==> src/rtl/pll_reset_seq.sv <==
// Reset sequencer and lock supervisor for the board PLLs. It resets the PLL, qualifies lock,
// retries on lock timeout, then releases the per-domain resets one at a time in a fixed order.
module pll_reset_seq #(
  parameter int SYNC_STAGES = 2,
  parameter int PLL_RST_CYC = 16,
  parameter int TIMEOUT_CYC = 65536,
  parameter int STABLE_CYC  = 1024,
  parameter int STAGE_GAP   = 64,
  parameter int N_DOM       = 3
) (
  input  logic             clk,
  input  logic             srst,
  input  logic             pll_locked,
  output logic             pll_areset,
  output logic [N_DOM-1:0] dom_srst,
  output logic             all_ready,
  output logic [7:0]       relock_cnt,
  output logic [7:0]       timeout_cnt
);

  localparam int MAX_AB  = (PLL_RST_CYC > TIMEOUT_CYC) ? PLL_RST_CYC : TIMEOUT_CYC;
  localparam int MAX_CD  = (STABLE_CYC > STAGE_GAP) ? STABLE_CYC : STAGE_GAP;
  localparam int MAX_CYC = (MAX_AB > MAX_CD) ? MAX_AB : MAX_CD;
  localparam int TW      = $clog2(MAX_CYC + 1);
  localparam int IW      = $clog2(N_DOM) + 1;

  localparam logic [TW-1:0] RST_LAST     = TW'(PLL_RST_CYC - 1);
  localparam logic [TW-1:0] TIMEOUT_LAST = TW'(TIMEOUT_CYC - 1);
  localparam logic [TW-1:0] STABLE_LAST  = TW'(STABLE_CYC - 1);
  localparam logic [TW-1:0] GAP_LAST     = TW'(STAGE_GAP - 1);

  typedef enum logic [2:0] {
    PLL_RST   = 3'd0,
    WAIT_LOCK = 3'd1,
    STABLE    = 3'd2,
    RELEASE   = 3'd3,
    RUN       = 3'd4
  } state_e;

  state_e                 state_q, state_d;
  logic [TW-1:0]          timer_q, timer_d;
  logic [IW-1:0]          idx_q, idx_d;
  logic [SYNC_STAGES-1:0] sync_q, sync_d;
  logic                   pll_areset_q, pll_areset_d;
  logic [N_DOM-1:0]       dom_srst_q, dom_srst_d;
  logic                   all_ready_q, all_ready_d;
  logic [7:0]             relock_cnt_q, relock_cnt_d;
  logic [7:0]             timeout_cnt_q, timeout_cnt_d;
  logic                   lock_s;

  assign lock_s = sync_q[SYNC_STAGES-1];

  // NOTE: every variable gets its hold value first so no path through the case can infer a latch.
  always_comb begin
    state_d       = state_q;
    timer_d       = timer_q;
    idx_d         = idx_q;
    sync_d        = {sync_q[SYNC_STAGES-2:0], pll_locked};
    pll_areset_d  = pll_areset_q;
    dom_srst_d    = dom_srst_q;
    all_ready_d   = all_ready_q;
    relock_cnt_d  = relock_cnt_q;
    timeout_cnt_d = timeout_cnt_q;

    case (state_q)
      PLL_RST: begin
        pll_areset_d = 1'b1;
        if (timer_q == RST_LAST) begin
          state_d      = WAIT_LOCK;
          timer_d      = '0;
          pll_areset_d = 1'b0;
        end else begin
          timer_d = timer_q + TW'(1);
        end
      end
      WAIT_LOCK: begin
        // A lock seen on the expiry cycle takes priority over the timeout.
        if (lock_s) begin
          state_d = STABLE;
          timer_d = '0;
        end else if (timer_q == TIMEOUT_LAST) begin
          if (timeout_cnt_q != 8'hFF) timeout_cnt_d = timeout_cnt_q + 8'd1;
          state_d      = PLL_RST;
          timer_d      = '0;
          pll_areset_d = 1'b1;
        end else begin
          timer_d = timer_q + TW'(1);
        end
      end
      STABLE: begin
        if (!lock_s) begin
          state_d = WAIT_LOCK;
          timer_d = '0;
        end else if (timer_q == STABLE_LAST) begin
          state_d = RELEASE;
          timer_d = '0;
          idx_d   = '0;
        end else begin
          timer_d = timer_q + TW'(1);
        end
      end
      RELEASE: begin
        if (timer_q == GAP_LAST) begin
          for (int k = 0; k < N_DOM; k++) begin
            if (int'(idx_q) == k) dom_srst_d[k] = 1'b0;
          end
          timer_d = '0;
          idx_d   = idx_q + IW'(1);
          if (int'(idx_q) == N_DOM - 1) begin
            all_ready_d = 1'b1;
            state_d     = RUN;
          end
        end else begin
          timer_d = timer_q + TW'(1);
        end
      end
      RUN: begin
        state_d = RUN;
      end
      default: begin
        state_d = PLL_RST;
        timer_d = '0;
      end
    endcase

    // Lock loss once release has begun drops every domain at once; the PLL itself is left alone.
    if (!lock_s && (state_q == RELEASE || state_q == RUN)) begin
      dom_srst_d  = '1;
      all_ready_d = 1'b0;
      if (relock_cnt_q != 8'hFF) relock_cnt_d = relock_cnt_q + 8'd1;
      state_d     = WAIT_LOCK;
      timer_d     = '0;
      idx_d       = '0;
    end
  end

  // NOTE: state registers use non-blocking assignments so every flop samples pre-edge values.
  always_ff @(posedge clk) begin
    if (srst) begin
      state_q       <= PLL_RST;
      timer_q       <= '0;
      idx_q         <= '0;
      sync_q        <= '0;
      pll_areset_q  <= 1'b1;
      dom_srst_q    <= '1;
      all_ready_q   <= 1'b0;
      relock_cnt_q  <= '0;
      timeout_cnt_q <= '0;
    end else begin
      state_q       <= state_d;
      timer_q       <= timer_d;
      idx_q         <= idx_d;
      sync_q        <= sync_d;
      pll_areset_q  <= pll_areset_d;
      dom_srst_q    <= dom_srst_d;
      all_ready_q   <= all_ready_d;
      relock_cnt_q  <= relock_cnt_d;
      timeout_cnt_q <= timeout_cnt_d;
    end
  end

  assign pll_areset  = pll_areset_q;
  assign dom_srst    = dom_srst_q;
  assign all_ready   = all_ready_q;
  assign relock_cnt  = relock_cnt_q;
  assign timeout_cnt = timeout_cnt_q;

endmodule
==> config.mk <==
export PLATFORM = sky130hd
export DESIGN_NAME = pll_reset_seq
export DESIGN_NICKNAME = d
export VERILOG_FILES = /design/src/rtl/pll_reset_seq.sv
export SDC_FILE = /design/constraint.sdc
export NUM_CORES = 1
export LEC_CHECK = 0
export ABC_AREA = 1
export BUFFER_PORTS_ARGS = -buffer_cell sky130_fd_sc_hd__buf_2
export CAP_MARGIN = 10
export CORE_UTILIZATION = 54
export CTS_CLUSTER_SIZE = 40
export DETAILED_ROUTE_END_ITERATION = 10
export PLACE_DENSITY_LB_ADDON = 0.08
export SYNTH_ARGS = -nofsm -noshare
export SYNTH_HDL_FRONTEND = slang
export SYNTH_SLANG_ARGS = --single-unit
==> constraint.sdc <==
create_clock -name clk -period 2 [get_ports clk]
set_input_delay 0 -clock clk [delete_from_list [all_inputs] [get_ports clk]]
set_output_delay 0 -clock clk [all_outputs]
set_load 0.01 [all_outputs]
==> results of run 1 <==
-- final cells by class --
| cell class | count | area, um^2 | share of cell area, % |
|---|---|---|---|
| clock buffers | 6 | 82.6 | 2.52 |
| clock inverters | 1 | 30.0 | 0.916 |
| multi-input cells | 290 | 1660 | 50.6 |
| inverters | 54 | 203 | 6.18 |
| repair buffers | 46 | 295 | 9.01 |
| flip-flops and latches | 46 | 925 | 28.2 |
| well taps | 67 | 83.8 | 2.56 |
-- stage by stage --
step           setup WS [ns]  total power, mW  std cells
2_1_floorplan         0.0167             1.49        395
3_3_place_gp         -0.0127             1.58        499
3_5_place_dp         -0.0605             1.59        499
4_1_cts               0.0587             2.32        507
5_1_grt              -0.0323             2.44        510
6_report              0.0883             2.32        510
-- worst max-delay path, cell delays in order, from the launching register on --
cell and delay [ns]:
dfxtp_2 0.36, ha_4 0.15, nand3_4 0.09, nor3_4 0.15, nand3_2 0.11, nor2_2 0.12
ha_2 0.22, nand3_2 0.10, nor2_4 0.15, buf_6 0.13, buf_6 0.10, nand2_4 0.04
a21oi_2 0.13
-- final timing paths --
kind	start	end	slack, ns	depth (start not counted)
worst min-delay path	srst	sync_q[0]	0.05	2
worst min register to register	sync_q[0]	sync_q[1]	0.41	2
worst max register to register	timer_q[1]	timeout_cnt[4]	0.09	12
worst max-delay path	timer_q[1]	timeout_cnt[4]	0.09	12
-- per-layer routing --
metal / routed length (um) / GRT usage [%] / vias to the layer above
met5: 0 / 0 / -
met4: 72 / 8.12 / 0
met3: 315 / 4.12 / 7
met2: 2760 / 40.5 / 69
met1: 2910 / 32.5 / 1180
li1: - / - / 1370
-- power groups by stage --
stage | combinational (mW) | sequential [mW] | clock, mW
floorplan | 0.426 | 1.06 | 0
global placement | 0.531 | 1.05 | 0
detailed placement | 0.540 | 1.05 | 0
CTS | 0.559 | 1.03 | 0.727
global route | 0.642 | 1.04 | 0.758
finish | 0.585 | 1.03 | 0.710
-- registers in the layout (all words and copies together), names as in the netlist --
signal,count
state_q,3
pll_areset,1
timeout_cnt,8
relock_cnt,8
idx_q,3
all_ready,1
dom_srst,3
sync_q,2
timer_q,17
-- logic make-up (layout without fill, tap and decap cells) --
kind of cell	after synthesis	count (layout)	share of synthesized area, %
flops	46	46	33.4
simple gates	192	193	32.8
xor+xnor	19	19	6.04
fa+ha+maj	10	10	4.54
buf+inv	60	107	9.26
compound gates	68	68	13.9
-- Yosys cell counts (5+ instances only) --
cell type / instances
nand2_1: 88
inv_1: 49
dfxtp_1: 46
nor2_1: 45
a21oi_1: 33
nand3_1: 21
xor2_1: 16
o21ai_0: 13
nand4_1: 11
o21ai_1: 11
ha_1: 10
nor3_1: 7
nand2_2: 5
-- what timing repair did --
action                                 CTS  global route
setup buffers                            0             1
endpoints found under the hold margin    1             0
hold buffers                             1             0
pin swaps                                2             1
cloned                                   0             2
setup endpoints to repair                5            19
resized for setup                        4            12
==> flow_summary.json, run 1 <==
{
  "vdd_ir_drop_max_mv": 0.413,
  "critical_path_class": "reg -> reg",
  "cts_tree": "yes",
  "most-common-layout-cells": "nand2_1, inv_1, nor2_1",
  "clk_latency_ns": 0.30,
  "finalSetupViolations": 0,
  "p_switching_mw": 0.755,
  "seqPwrFrac_pct": 44.3,
  "startpoint_type": "flop",
  "syn_nets": 408,
  "die_h_um": 73.4,
  "power_density_mw_per_mm2": 709,
  "grt_usage_pct": 24.5,
  "vias": 2626,
  "comb_power_share_pct": 25.2,
  "synthDistinctLibCells": 34,
  "area_growth_pct": 19.0,
  "grt_max_degree": 20,
  "fin_crit_ns": 1.91,
  "first_global_vias": 2296,
  "postLayoutCoreUtil_pct": 68.1,
  "maxSlewViolCount": 0,
  "clockBufferDepth": 2,
  "syn_area_mm2": 0.00276,
  "end_kind": "flop",
  "fill_cells": 435,
  "synthArstFlopShare_pct": 0,
  "internal-power_mw": 1.57,
  "root_buffer": "clkbuf_8",
  "rows": 25,
  "slew_headroom_pct": 70.8,
  "clkTransAtPathRegs_ns": 0.08,
  "antenna_cells": 0,
  "synth_area_leaders": "dfxtp_1, nand2_1, inv_1, nor2_1, a21oi_1",
  "ys_ff_latch": 46,
  "max_freq_mhz": 523,
  "initial_core_util_pct": 57.2,
  "cts.sinks": 46,
  "yosysSeqAreaShare_pct": 33.4,
  "overflow": 0,
  "whs_ns": 0.0457,
  "yosysWarnings": 0,
  "hp-class": "in -> reg",
  "synthCells": 395,
  "drive_above_1_share_pct": 21.4,
  "p_clk_share_pct": 30.5,
  "synth_flop_cell": "dfxtp_1",
  "rsz0062_at_grt": "true",
  "antenna_found_initial": 0,
  "critPathMaxFanout": 6,
  "synth_edf_count": 0,
  "remaining_drc_errors": 0,
  "layout_commonest_cell": "nand2_1",
  "grt_pass1_wl_um": 10400,
  "fin_crit_sh_pct": 95.6,
  "hpwlAfterDp_um": 4310,
  "wl_per_cell_um": 11.9,
  "hold_viol": 0,
  "drt_iter0_drc": 244,
  "design.core.area_mm2": 0.00482,
  "leakage_nw": 1.49,
  "io_buffers": 23,
  "drt-total-wl_um": 6060,
  "numCtsBuffers": 5,
  "fin_skew_ns": 0.00512,
  "synth_top_area_share_pct": 33.4,
  "via_per_inst": 5.15,
  "synth_top_area_cell": "dfxtp_1",
  "placed_area_mm2": 0.00308,
  "nets": 456,
  "switching_share_pct": 32.5,
  "die_area_mm2": 0.00539,
  "synth.avg_cell_area_um2": 6.98,
  "globalplace.congestion": 0.847,
  "tightest_slew_ns": 0.437,
  "outcome": "complete, no violations",
  "final_cell_area_mm2": 0.00328,
  "cp.required_ns": 2.24,
  "dieWidth_um": 73.4,
  "num_io_pins": 24,
  "drt_first_pass_iters": 4,
  "h-tree-depth": 2,
  "ant_nets": 0,
  "cp.arrival_ns": 2.15,
  "maxCapViolations": 0,
  "finalSetupTns_ns": 0
}
No activity file was read; power rests on OpenSTA's default activity.
==> run 2, diff against run 1 <==
CTS_BUF_LIST = sky130_fd_sc_hd__clkbuf_16   (was default)
==> flow_summary.json, run 2 (synthesized netlist as in run 1, its figures left out) <==
{
  "max_freq_mhz": 518,
  "h-tree-depth": 2,
  "switching_share_pct": 30.4,
  "largest_reg_flops": 17,
  "design.core.area_mm2": 0.00482,
  "fin_cells": 510,
  "rsz0062_at_grt": "true",
  "clkTransAtPathRegs_ns": 0.06,
  "antenna_found_initial": 0,
  "dp.cells": 499,
  "grt_pass1_wl_um": 10400,
  "final_cell_area_mm2": 0.00335,
  "fin_crit_ns": 1.93,
  "fin_skew_ns": 0.00274,
  "slew_headroom_pct": 71.7,
  "grt_max_degree": 20,
  "dieWidth_um": 73.4,
  "hpwlAfterDp_um": 4310,
  "tightest_slew_ns": 0.423,
  "cts.sinks": 46,
  "fin_crit_sh_pct": 96.6,
  "die_h_um": 73.4,
  "initial_core_util_pct": 57.2,
  "outcome": "complete, no violations",
  "die_area_mm2": 0.00539,
  "num_io_pins": 24,
  "hold_viol": 0,
  "area_growth_pct": 21.7,
  "finalSetupTns_ns": 0,
  "ant_nets": 0,
  "cp.required_ns": 2.17,
  "leakage_nw": 1.49,
  "total_power_mw": 2.51,
  "globalplace.congestion": 0.847,
  "cts_tree": "yes",
  "clockBufferDepth": 2,
  "critical_path_class": "reg -> reg",
  "seqPwrFrac_pct": 41.1,
  "wl_per_cell_um": 11.7,
  "remaining_drc_errors": 0,
  "placed_area_mm2": 0.00308,
  "numCtsBuffers": 5,
  "drt-total-wl_um": 5940,
  "startpoint_type": "flop",
  "grt_usage_pct": 24.6,
  "drt_iter0_drc": 196,
  "p_clk_share_pct": 36.2,
  "power_density_mw_per_mm2": 748,
  "root_buffer": "clkbuf_16",
  "overflow": 0,
  "end_kind": "flop",
  "first_global_vias": 2336,
  "via_per_inst": 5.17,
  "finalSetupViolations": 0,
  "rows": 25,
  "vdd_ir_drop_max_mv": 0.448,
  "maxSlewViolCount": 0,
  "vias": 2638,
  "critPathMaxFanout": 14,
  "antenna_cells": 0,
  "drt_first_pass_iters": 4,
  "layout_commonest_cell": "nand2_1",
  "io_buffers": 23,
  "nets": 456,
  "clk_latency_ns": 0.28,
  "maxCapViolations": 0,
  "cpPeakStageDelay_ns": 0.35,
  "cpMostUsedCell": "nand3_4",
  "most-common-layout-cells": "nand2_1, inv_1, nor2_1",
  "internal-power_mw": 1.74,
  "cp_slowest_cell": "dfxtp_2",
  "hp-class": "in -> reg",
  "cp.arrival_ns": 2.11,
  "postLayoutCoreUtil_pct": 69.6,
  "critical_path.cell_chain": "ha_4, nand3_4, nor3_4, nand3_2, nor2_2, ha_2, inv_1, nand3_4, nand2_8, nor2_4, inv_2, o21a_1",
  "drive_above_1_share_pct": 22.1,
  "comb_power_share_pct": 22.6,
  "largest-register": "timer_q",
  "p_switching_mw": 0.763
}
[run 2: cell type report]
| class | instances | area (um^2) |
|---|---|---|
| multi-input combinational | 289 | 1660 |
| clock buffer | 5 | 125 |
| clock inverter | 2 | 33.8 |
| inverter | 54 | 206 |
| timing repair buffer | 47 | 314 |
| tap | 67 | 83.8 |
| fill | 423 | 1470 |
| sequential | 46 | 925 |
[run 2: final timing paths]
check	start	to	slack, ns	cells after the start
max	timer_q[1]	timer_q[0]	0.07	12
max reg2reg	timer_q[1]	timer_q[0]	0.07	12
min	srst	sync_q[0]	0.06	2
min reg2reg	sync_q[0]	sync_q[1]	0.41	2
[run 2: stage by stage]
stage               setup slack, ns  hold slack [ns]
finish                       0.0678           0.0627
global route                -0.0565           0.0767
CTS                         0.00141           0.0526
detailed placement          -0.0605            0.205
global placement            -0.0127            0.201
floorplan                    0.0167            0.107
[run 2: power groups by stage]
stage	registers [mW]	clock network (mW)	logic [mW]
finish	1.03	0.908	0.568
CTS	1.03	0.927	0.563
global route	1.04	0.960	0.627
detailed placement	1.05	0	0.540
floorplan	1.06	0	0.426
global placement	1.05	0	0.531
[run 2: worst max-delay path: cells and delay by family, from the launching register on]
| family | cells | cell delay (ns) |
|---|---|---|
| AND/OR/NAND/NOR | 7 | 0.82 |
| adder cells (fa/ha/maj) | 2 | 0.36 |
| flip-flops | 1 | 0.35 |
| AO/OA/AOI/OAI | 1 | 0.16 |
| buffers and inverters | 2 | 0.12 |
[run 2: what timing repair did]
action / in CTS / in global routing
resized for setup: 4 / 14
buffers inserted: 0 / 3
hold buffers: 1 / 0
endpoints found under the setup margin: 4 / 26
pin swaps: 2 / 5
hold endpoints to repair: 1 / 0
[run 2: metal layers]
metal | global-route usage [%] | vias up | routed length, um
met4 | 7.69 | 0 | 48
met2 | 40.3 | 66 | 2730
li1 | - | 1372 | -
met1 | 32.9 | 1196 | 2860
met3 | 4.25 | 4 | 304
met5 | 0 | - | 0
